### src/rtl/env_pkg.sv
// Shared definitions for the per-voice envelope stages (attack, decay, sustain, release).
package env_pkg;

  typedef enum logic [1:0] {
    IDLE,
    DECAY,
    SUSTAIN
  } env_state_t;

  localparam int DEF_WIDTH   = 20;
  localparam int DEF_SHIFT_W = 5;
  localparam int DEF_RATE_W  = 8;

endpackage

### src/rtl/decay_stage_if.sv
// Sample stream and control bundle between the envelope controller and the decay stage.
interface decay_stage_if
  import env_pkg::*;
#(
  parameter int WIDTH   = DEF_WIDTH,
  parameter int SHIFT_W = DEF_SHIFT_W,
  parameter int RATE_W  = DEF_RATE_W
);

  logic               tick;
  logic [WIDTH-1:0]   in;
  logic [SHIFT_W-1:0] decay_amount;
  logic [RATE_W-1:0]  step_rate;
  logic               start;
  logic               abort;
  logic [WIDTH-1:0]   out;
  logic [SHIFT_W-1:0] shift_amount;
  logic               busy;
  logic               start_sustain;

  modport master (
    output tick, in, decay_amount, step_rate, start, abort,
    input  out, shift_amount, busy, start_sustain
  );

  modport slave (
    input  tick, in, decay_amount, step_rate, start, abort,
    output out, shift_amount, busy, start_sustain
  );

endinterface

### src/rtl/env_rate_div.sv
// Tick prescaler: emits a single-cycle step every step_rate+1 enabled ticks.
module env_rate_div #(
  parameter int RATE_W = 8
) (
  input  logic              clk,
  input  logic              reset_n,
  input  logic              tick,
  input  logic              clear,
  input  logic              enable,
  input  logic [RATE_W-1:0] step_rate,
  output logic              step
);

  logic [RATE_W-1:0] count;
  logic              wrap;

  // >= rather than == so a step_rate lowered mid-count cannot strand the counter.
  assign wrap = (count >= step_rate);
  assign step = enable && tick && !clear && wrap;

  always_ff @(posedge clk) begin
    if (!reset_n) begin
      count <= '0;
    end else if (clear) begin
      count <= '0;
    end else if (enable && tick) begin
      count <= wrap ? '0 : count + 1'b1;
    end
  end

endmodule

### src/rtl/decay_stage.sv
// Envelope decay stage: right-shift attenuation that deepens by one per step until decay_amount.
module decay_stage
  import env_pkg::*;
#(
  parameter int WIDTH   = DEF_WIDTH,
  parameter int SHIFT_W = DEF_SHIFT_W,
  parameter int RATE_W  = DEF_RATE_W
) (
  input  logic          clk,
  input  logic          reset_n,
  decay_stage_if.slave  bus
);

  env_state_t         state;
  logic [SHIFT_W-1:0] shift;
  logic [WIDTH-1:0]   out_q;
  logic               busy_q;
  logic               sustain_q;
  logic               abort_hit;
  logic               terminate;
  logic               step;

  assign abort_hit = bus.abort && (state != IDLE);
  assign terminate = (state == DECAY) && (shift >= bus.decay_amount);

  env_rate_div #(
    .RATE_W (RATE_W)
  ) u_rate_div (
    .clk       (clk),
    .reset_n   (reset_n),
    .tick      (bus.tick),
    .clear     (bus.start),
    .enable    ((state == DECAY) && !abort_hit && !terminate),
    .step_rate (bus.step_rate),
    .step      (step)
  );

  // Branch order encodes precedence: start, then abort, then termination, then stepping.
  always_ff @(posedge clk) begin
    if (!reset_n) begin
      state     <= IDLE;
      shift     <= '0;
      out_q     <= '0;
      busy_q    <= 1'b0;
      sustain_q <= 1'b0;
    end else begin
      out_q     <= bus.in >> shift;
      sustain_q <= 1'b0;
      if (bus.start) begin
        state  <= DECAY;
        shift  <= '0;
        busy_q <= 1'b1;
      end else if (abort_hit) begin
        state  <= IDLE;
        busy_q <= 1'b0;
      end else if (terminate) begin
        state     <= SUSTAIN;
        busy_q    <= 1'b0;
        sustain_q <= 1'b1;
      end else if (step && (shift != '1)) begin
        shift <= shift + 1'b1;
      end
    end
  end

  assign bus.out           = out_q;
  assign bus.shift_amount  = shift;
  assign bus.busy          = busy_q;
  assign bus.start_sustain = sustain_q;

endmodule

### src/flat_wrapper.sv
// flat-port wrapper written by rule: the top's interface ports become plain ports
module decay_stage_flat import env_pkg::*;
#(
  parameter int WIDTH   = DEF_WIDTH,
  parameter int SHIFT_W = DEF_SHIFT_W,
  parameter int RATE_W  = DEF_RATE_W
)
  (clk, reset_n, bus_tick, bus_in, bus_decay_amount, bus_step_rate, bus_start, bus_abort, bus_out, bus_shift_amount, bus_busy, bus_start_sustain);
  decay_stage_if #(.WIDTH(WIDTH), .SHIFT_W(SHIFT_W), .RATE_W(RATE_W)) bus_i ();
  input  logic clk;
  input  logic reset_n;
  input wire logic [$bits(bus_i.tick)-1:0] bus_tick;
  input wire logic [$bits(bus_i.in)-1:0] bus_in;
  input wire logic [$bits(bus_i.decay_amount)-1:0] bus_decay_amount;
  input wire logic [$bits(bus_i.step_rate)-1:0] bus_step_rate;
  input wire logic [$bits(bus_i.start)-1:0] bus_start;
  input wire logic [$bits(bus_i.abort)-1:0] bus_abort;
  output wire logic [$bits(bus_i.out)-1:0] bus_out;
  output wire logic [$bits(bus_i.shift_amount)-1:0] bus_shift_amount;
  output wire logic [$bits(bus_i.busy)-1:0] bus_busy;
  output wire logic [$bits(bus_i.start_sustain)-1:0] bus_start_sustain;
  assign bus_i.tick = bus_tick;
  assign bus_i.in = bus_in;
  assign bus_i.decay_amount = bus_decay_amount;
  assign bus_i.step_rate = bus_step_rate;
  assign bus_i.start = bus_start;
  assign bus_i.abort = bus_abort;
  assign bus_out = bus_i.out;
  assign bus_shift_amount = bus_i.shift_amount;
  assign bus_busy = bus_i.busy;
  assign bus_start_sustain = bus_i.start_sustain;
  decay_stage #(.WIDTH(WIDTH), .SHIFT_W(SHIFT_W), .RATE_W(RATE_W)) u_core (.clk(clk), .reset_n(reset_n), .bus(bus_i));
endmodule
### config.mk
export PLATFORM = sky130hd
export DESIGN_NAME = decay_stage_flat
export DESIGN_NICKNAME = d
export VERILOG_FILES = /design/src/rtl/env_pkg.sv /design/src/rtl/decay_stage_if.sv /design/src/rtl/env_rate_div.sv /design/src/rtl/decay_stage.sv /design/src/flat_wrapper.sv
export SDC_FILE = /design/constraint.sdc
export NUM_CORES = 1
export LEC_CHECK = 0
export ABC_AREA = 1
export ABC_CLOCK_PERIOD_IN_PS = 2300
export BUFFER_PORTS_ARGS = -buffer_cell sky130_fd_sc_hd__buf_2
export CORE_ASPECT_RATIO = 2
export CORE_UTILIZATION = 53
export CTS_CLUSTER_SIZE = 40
export DETAILED_ROUTE_END_ITERATION = 7
export PLACE_DENSITY = 0.92
export SYNTH_ARGS = -nofsm -noshare
export SYNTH_HDL_FRONTEND = slang
export SYNTH_SLANG_ARGS = --single-unit
### constraint.sdc
create_clock -name clk -period 2.3 [get_ports clk]
set_clock_uncertainty 0.15 [all_clocks]
set_input_delay 0.46 -clock clk [delete_from_list [all_inputs] [get_ports clk]]
set_output_delay 0.46 -clock clk [all_outputs]
set_load 0.005 [all_outputs]
==> impl_metrics.yaml, run 1 <==
place:
  gp_congestion: 0.959
  post-place-ws_ps: 28.1
  portBuffers: 64
  hpwl_um: 5170
  placed_cell_area_um2: 2840
layout:
  drive_gt1_share_pct: 22.3
  layout_commonest_cell: "nand2_1"
  final_nets: 503
  n_antenna_cell: 0
  area_delta_synth_final_pct: 19.4
  fin_area_um2: 2940
  mostFrequentLayoutCells: "nand2_1 (105), buf_2 (64), inv_1 (46)"
critical_path:
  worst_path_max_delay_cell: "dfxtp_2"
  end_kind: "flop"
  cpPeakStageDelay_ps: 410
  path_max_fanout: 9
  r2r_end: "u_core.bus.shift_amount[0]"
  critPathBufInv: 2
  r2r_slack_ps: 160
  cp_cell_sequence: "inv_2 > ha_1 > inv_1 > nand2_1 > nand2_1 > nand3_1 > nand2_1 > nand3_2 > nor2_4 > nand3_1 > nand2_1 > nor2_1"
  startpoint: "u_core.bus.shift_amount[0]"
  path_class: "reg -> reg"
  arrival_ps: 2180
  rr_startpoint: "u_core.bus.shift_amount[0]"
  r2r_cells: 12
  path_common_cell: "nand2_1"
  cpLargestDelayFamily: "simple AND/OR/NAND/NOR gates"
  startpoint_type: "flop"
  worstSetupEndpoint: "u_core.bus.shift_amount[0]"
  crit_cells: 12
  worst_ep_required_time_ps: 2340
synth:
  ys_warn_count: 0
  synth_edf_count: 0
  synth-xor-area-share_pct: 1.07
  synth_seq_area_share_pct: 29.3
  synth_compound_gate_area_share_pct: 15.4
  synthCells: 381
  yosys.area.top_type: "dfxtp_1"
  yosysUniqueCellTypes: 35
  synth_area_per_cell_um2: 6.46
  synth-simple-area-share_pct: 34.5
  synth_fp_nets: 435
  muxShareOfSynthArea_pct: 1.22
  yosys_register_bits: 36
  synth_adder_area_share_pct: 8.13
  syn_area_um2: 2460
  async_flop_share_pct: 0
  synth_flop_cell: "dfxtp_1"
  synth_top_family_by_area: "simple AND/OR/NAND/NOR gates"
  synth.area.top_cells: "dfxtp_1 (29%), nand2_1 (16%), ha_1 (8.1%)"
  synth_top_area_share_pct: 29.3
run:
  maxCapViolCount: 0
clock_tree:
  cts_hold_buf: 0
  ctsResizeCount: 0
  numCtsBuffers: 5
  cts-root-buf: "clkbuf_8"
  post_cts_buffers: 0
  cts_tree: "built"
  clk_pin_slew_ps: 70
  numClockSinks: 36
  clk_latency_ps: 290
  htreeDepth: 2
  cts.path.max_buffers: 2
timing:
  final_max_slew_viol_count: 0
  tightest_slew_ps: 486
  setup_violations: 0
  hold_viol_final: 0
  layout_setup_ws_ps: 161
  timing.hold.ws_ps: 289
  grt_setup_unrepaired: "no"
  fin_crit_sh_pct: 93.0
  fmax_mhz: 468
  min_period_ps: 2140
  relSlewSlack_pct: 67.5
  tns_ps: 0
floorplanning:
  io_pins: 65
  die_x_um: 50.2
  row_count: 34
  die_h_um: 98.4
  initial_utilization_pct: 56.2
  core_area_um2: 4380
  die-area_um2: 4940
global_route:
  grt_overflow: 0
  grt_pass1_vias: 2626
  antenna_found_initial: 0
  grt_pass1_wl_um: 10600
  grt.total_usage_pct: 28.0
  grt_max_degree: 25
detailed_routing:
  totalWireLength_um: 6480
  avgViaCountPerCell: 5.41
  wl_per_cell_um: 12.9
  route.detailed.drc: 0
  firstDrtPassIters: 4
  antenna_left: 0
  via_count: 2719
  drt_iter0_drc: 97
pwr:
  p_leak_nw: 1.50
  powerDensity_nw_per_um2: 451
  vdd_drop_max_mv: 0.365
run_status:
  outcome: "complete, no violations"
worst_hold_path:
  hp-class: "in -> reg"
==> state kept, by name (all words and copies together), names as in the netlist <==
register	count
u_core.bus.out	20
u_core.u_rate_div.count	8
u_core.bus.shift_amount	5
u_core.state	2
u_core.bus.start_sustain	1
==> worst reg2reg max path, stage by stage, from the launching register on <==
cell and delay, ps:
dfxtp_2 410, inv_2 60, ha_1 280, inv_1 50, nand2_1 40, nand2_1 80, nand3_1 70, nand2_1 160
nand3_2 250, nor2_4 250, nand3_1 110, nand2_1 80, nor2_1 40
==> cell usage after synthesis, types with 4 or more instances <==
cell and number:
o21ai_2 4, o21ai_1 9, inv_1 46, nand4_1 6
ha_1 16, buf_2 4, nand2_1 105, dfxtp_1 36
a21oi_1 18, o21ai_0 20, nand3_1 28, o22ai_1 4
nor2_1 40, o211ai_1 5
==> stage by stage <==
stage,power (mW),utilization (%),std cells
final,1.33,67.1,503
after global routing,1.38,67.1,503
after CTS,1.33,67.0,503
after detailed placement,0.857,64.8,496
after global placement,0.850,64.8,496
after floorplan,0.772,-,381
==> worst min path at each step <==
stage                                           from                          to  depth (start not counted)
after floorplan           u_core.u_rate_div.count[6]  u_core.u_rate_div.count[6]                          2
after global placement               u_core.state[1]             u_core.state[1]                          2
after detailed placement             u_core.state[1]             u_core.state[1]                          2
after CTS                                  bus_start             u_core.state[0]                          3
after global routing                       bus_start             u_core.state[0]                          3
final                                      bus_start             u_core.state[0]                          3
==> metal layers <==
metal,wire (um),vias to the layer above,part of all wire [%],GRT usage (%)
met5,0,-,0,0
met2,3680,99,57,56.2
met1,2190,1222,34,21.9
met4,367,0,5.7,19.8
met3,241,30,3.7,4.98
li1,-,1368,-,-
==> kinds of logic (layout without fill, tap and decap cells) <==
kind of cell | after synthesis | after routing
and+or+nand+nor | 196 | 196
adders and majority gates | 16 | 16
AOI/OAI and AO/OA | 66 | 66
DFF | 36 | 36
xor gates and xnor gates | 3 | 3
buffers and inverters | 61 | 129
muxes | 3 | 3
==> power by group <==
part | internal (mW) | switching [mW]
registers | 0.644 | 0.00557
clock network | 0.266 | 0.213
logic | 0.0816 | 0.114
==> cell type report <==
class                   instances  area [um2]
clock buffers                   7        96.3
fillers                       391        1440
inverters                      50         188
multi-input cells             284        1490
flip-flops and latches         36         722
well taps                      54        67.6
repair buffers                 72         380
Note: power is estimated with default switching activity, not from simulation.
==> inputs of run 2 (changes only) <==
GPL_TIMING_DRIVEN = 0   (was not set)
==> impl_metrics.yaml, run 2 (same netlist as run 1, synthesis figures left out) <==
run_status:
  outcome: "complete, no violations"
layout:
  fin_util_pct: 67.9
  n_antenna_cell: 0
  area_delta_synth_final_pct: 20.8
  multiInputGateArea_um2: 1500
  layout_commonest_cell: "nand2_1"
  finalNonFillerCells: 508
  seq_area_um2: 724
  mostFrequentLayoutCells: "nand2_1 (104), buf_2 (68), inv_1 (46)"
  drive_gt1_share_pct: 23.1
  final_nets: 507
  largest_reg_flops: 20
  fillers: 415
critical_path:
  startpoint_type: "flop"
  path_max_fanout: 10
  worst_ep_required_time_ps: 2340
  worst_path_max_delay_cell: "dfxtp_4"
  startpoint: "u_core.bus.shift_amount[0]"
  cp_cell_sequence: "inv_2 > buf_6 > ha_1 > inv_1 > nand2_1 > nand2_1 > nand3_1 > nand2_2 > nand3_4 > nor2_4 > nand3_1 > nand2_1 > nor2_1"
  rr_startpoint: "u_core.bus.shift_amount[0]"
  r2r_end: "u_core.bus.shift_amount[1]"
  r2r_slack_ps: 150
  cpPeakStageDelay_ps: 410
  worstSetupEndpoint: "u_core.bus.shift_amount[1]"
  arrival_ps: 2190
  path_common_cell: "nand2_1"
  path_class: "reg -> reg"
  end_kind: "flop"
  r2r_cells: 13
floorplanning:
  initial_utilization_pct: 56.2
  row_count: 34
  core_area_um2: 4380
  io_pins: 65
  die_h_um: 98.4
  die_x_um: 50.2
  die-area_um2: 4940
timing:
  relSlewSlack_pct: 66.5
  fin_crit_sh_pct: 93.6
  final_max_slew_viol_count: 0
  setup_violations: 0
  grt_setup_unrepaired: "yes"
  tightest_slew_ps: 501
  fmax_mhz: 464
  min_period_ps: 2150
  hold_viol_final: 0
global_route:
  grt_pass1_wl_um: 11100
  grt_max_degree: 12
  grt_overflow: 0
  antenna_found_initial: 0
  grt_pass1_vias: 2696
  grt.total_usage_pct: 29.3
clock_tree:
  numClockSinks: 36
  numCtsBuffers: 5
  clk_pin_slew_ps: 80
  cts_tree: "built"
  htreeDepth: 2
  cts.path.max_buffers: 2
  clk_latency_ps: 290
  cts-root-buf: "clkbuf_8"
detailed_routing:
  avgViaCountPerCell: 5.40
  route.detailed.drc: 0
  totalWireLength_um: 6820
  antenna_left: 0
  drt_iter0_drc: 48
  via_count: 2744
  wl_per_cell_um: 13.4
  firstDrtPassIters: 4
pwr:
  powerDensity_nw_per_um2: 444
  p_leak_nw: 1.50
  vdd_drop_max_mv: 0.492
run:
  maxCapViolCount: 0
place:
  portBuffers: 64
  hpwl_um: 5600
  placedCellCount: 499
  gp_congestion: 0.951
worst_hold_path:
  hp-class: "in -> reg"
==> run 2: changes by cell type in the layout (fill, tap and decap cells not counted), moves of 2 or more <==
cell	delta
buf_4	-5
buf_2	+4
clkbuf_1	+3
buf_6	+2
==> run 2: worst min path at each step <==
stage,from,endpoint,slack [ps],depth (start not counted)
floorplan,u_core.u_rate_div.count[6],u_core.u_rate_div.count[6],310,2
global placement,u_core.state[1],u_core.state[1],330,2
detailed placement,u_core.u_rate_div.count[6],u_core.u_rate_div.count[6],350,2
CTS,bus_start,u_core.state[0],280,3
global route,bus_start,u_core.state[0],290,3
finish,bus_start,u_core.state[0],280,3
==> run 2: area by class of cell <==
cell class | count | area share (%)
plain buffers | 11 | 2.36
repair buffers | 65 | 11.0
well taps | 54 | 2.27
clock buffers | 7 | 2.90
clock inverters | 1 | 0.252
multi-input cells | 284 | 50.5
flip-flops and latches | 36 | 24.4
inverters | 50 | 6.31
==> run 2: what timing repair did <==
item,CTS,global route
hold buffers,0,0
gates resized for setup,3,5
buffers inserted,0,1
endpoints found under the setup margin,6,6
endpoints found under the hold margin,0,0
pin swaps,0,2
==> run 2: worst max-delay path, delay by kind of cell, from the launching register on <==
kind                       cells  cell delay (ps)
and+or+nand+nor                9              880
DFF                            1              410
buffers and inverters          3              310
adders and majority gates      1              280
==> run 2: metal layers <==
metal  vias up  wire (um)  global-route usage, %
met4         0        389                   19.8
met1      1234       2190                   23.5
met5         -          0                      0
met2        98       3960                   58.5
li1       1382          -                      -
met3        30        281                   5.30
==> run 2: where the power goes <==
part | switching (mW) | internal, mW
Sequential | 0.00594 | 0.643
Combinational | 0.116 | 0.0820
Clock | 0.229 | 0.243
Total | 0.351 | 0.968
==> run 2: through the flow <==
stage / total power, mW / setup WS (ps) / hold slack [ps] / area, um2 / setup TNS (ps)
after floorplan: 0.772 / 193 / 312 / 2460 / 0
after global placement: 0.850 / -122 / 327 / 2850 / -547
after detailed placement: 0.857 / -160 / 346 / 2850 / -680
after CTS: 1.32 / 9.07 / 282 / 2960 / 0
after global routing: 1.37 / -31.0 / 295 / 2970 / -49.7
final: 1.32 / 147 / 284 / 2970 / 0
==> inputs of run 3 (changes only) <==
CELL_PAD_IN_SITES_DETAIL_PLACEMENT = 1   (was not set)
CELL_PAD_IN_SITES_GLOBAL_PLACEMENT = 2   (was not set)
CORE_UTILIZATION = 28   (was 53)
GPL_TIMING_DRIVEN = not set   (was 0)
PLACE_DENSITY = 0.93   (was 0.92)
==> impl_metrics.yaml, run 3 (same netlist as run 1, synthesis figures left out) <==
floorplanning:
  core_area_um2: 8590
  io_pins: 65
  die-area_um2: 9200
  die_h_um: 135
  die_x_um: 68.3
  initial_utilization_pct: 28.7
  row_count: 48
timing:
  setup_violations: 0
  timing.hold.ws_ps: 291
  final_max_slew_viol_count: 0
  tightest_slew_ps: 507
  fin_crit_sh_pct: 89.9
  grt_setup_unrepaired: "no"
  fmax_mhz: 484
  relSlewSlack_pct: 66.1
  tns_ps: 0
  min_period_ps: 2070
  hold_viol_final: 0
  layout_setup_ws_ps: 233
detailed_routing:
  drt_iter0_drc: 76
  avgViaCountPerCell: 4.87
  antenna_left: 0
  totalWireLength_um: 7830
  wl_per_cell_um: 14.2
  firstDrtPassIters: 4
  route.detailed.drc: 0
  via_count: 2693
clock_tree:
  cts_hold_buf: 0
  numCtsBuffers: 5
  cts.path.max_buffers: 2
  clk_pin_slew_ps: 60
  clk_latency_ps: 280
  htreeDepth: 2
  cts_tree: "built"
  numClockSinks: 36
  post_cts_buffers: 0
  cts-root-buf: "clkbuf_16"
  ctsResizeCount: 0
global_route:
  grt_pass1_vias: 2817
  grt_pass1_wl_um: 12900
  grt_overflow: 0
  antenna_found_initial: 0
  grt_max_degree: 25
  grt.total_usage_pct: 19.1
layout:
  layout_commonest_cell: "nand2_1"
  area_delta_synth_final_pct: 27.4
  fillers: 1147
  drive_gt1_share_pct: 22.7
  mostFrequentLayoutCells: "nand2_1 (105), buf_2 (64), inv_1 (46)"
  n_antenna_cell: 0
  final_nets: 506
  largest_reg_flops: 20
critical_path:
  rr_startpoint: "u_core.bus.shift_amount[0]"
  arrival_ps: 2090
  cp_cell_sequence: "inv_2 > ha_1 > inv_1 > nand2_1 > nand2_1 > nand3_1 > nand2_1 > nand3_1 > nor2_1 > nand3_1 > nand2_1 > nor2_1"
  end_kind: "flop"
  r2r_cells: 12
  r2r_slack_ps: 230
  path_common_cell: "nand2_1"
  cpPeakStageDelay_ps: 380
  worstSetupEndpoint: "u_core.bus.shift_amount[2]"
  path_max_fanout: 5
  worst_path_max_delay_cell: "dfxtp_1"
  worst_ep_required_time_ps: 2320
  startpoint_type: "flop"
  startpoint: "u_core.bus.shift_amount[0]"
  r2r_end: "u_core.bus.shift_amount[2]"
  path_class: "reg -> reg"
run_status:
  outcome: "complete, no violations"
worst_hold_path:
  hp-class: "in -> reg"
pwr:
  swShare_pct: 20.8
  power.share.clock_pct: 53.8
  powerDensity_nw_per_um2: 588
  vdd_drop_max_mv: 0.254
  internal_power_mw: 1.46
  p_sw_mw: 0.384
  comb_power_share_pct: 10.9
  p_leak_nw: 1.57
  seq_power_share_pct: 35.3
place:
  gp_congestion: 0.925
  hpwl_um: 6610
  portBuffers: 64
  post-place-ws_ps: 71.2
run:
  maxCapViolCount: 0
[run 3: area by class of cell]
class                      count  area, um2  share of cell area, %
multi-input combinational    284       1490                   47.3
clock inverter                 3       90.1                   2.87
tap                          100        125                   3.99
inverter                      50        188                   5.98
timing repair buffer          75        403                   12.8
sequential                    36        721                   23.0
clock buffer                   5        125                   3.99
[run 3: how the worst min path moves through the flow]
stage | slack (ps) | end | cells past startpoint | from
2_1_floorplan | 310 | u_core.u_rate_div.count[6] | 2 | u_core.u_rate_div.count[6]
3_3_place_gp | 330 | u_core.state[1] | 2 | u_core.state[1]
3_5_place_dp | 340 | u_core.u_rate_div.count[6] | 2 | u_core.u_rate_div.count[6]
4_1_cts | 290 | u_core.state[0] | 3 | bus_start
5_1_grt | 310 | u_core.state[0] | 3 | bus_start
6_report | 290 | u_core.state[0] | 3 | bus_start
[run 3: metrics by stage]
stage / utilization (%) / total power, mW / instances / area (um2)
floorplan: - / 0.772 / 381 / 2460
global placement: 34.0 / 0.861 / 545 / 2920
detailed placement: 34.0 / 0.868 / 545 / 2920
CTS: 36.5 / 1.86 / 553 / 3140
global route: 36.5 / 1.92 / 553 / 3140
finish: 36.5 / 1.84 / 553 / 3140
[run 3: layer usage]
metal | vias up | share of wire (%) | routed length (um) | track usage [%]
met5 | - | 0 | 0 | 0
met2 | 54 | 60 | 4720 | 37.3
li1 | 1370 | - | - | -
met3 | 19 | 2.5 | 197 | 3.29
met1 | 1250 | 33 | 2600 | 17.4
met4 | 0 | 3.9 | 307 | 9.49
[run 3: power by group through the flow]
stage	combinational, mW	clock (mW)	sequential, mW
global route	0.231	1.04	0.654
floorplan	0.104	0	0.668
global placement	0.198	0	0.664
detailed placement	0.204	0	0.665
finish	0.201	0.992	0.651
CTS	0.205	1.01	0.651
[run 3: worst max-delay path: cells and delay by family, from the launching register on]
family	cells	cell delay [ps]
and+or+nand+nor	9	1030
DFF	1	380
adders and majority gates	1	290
buffers and inverters	2	120
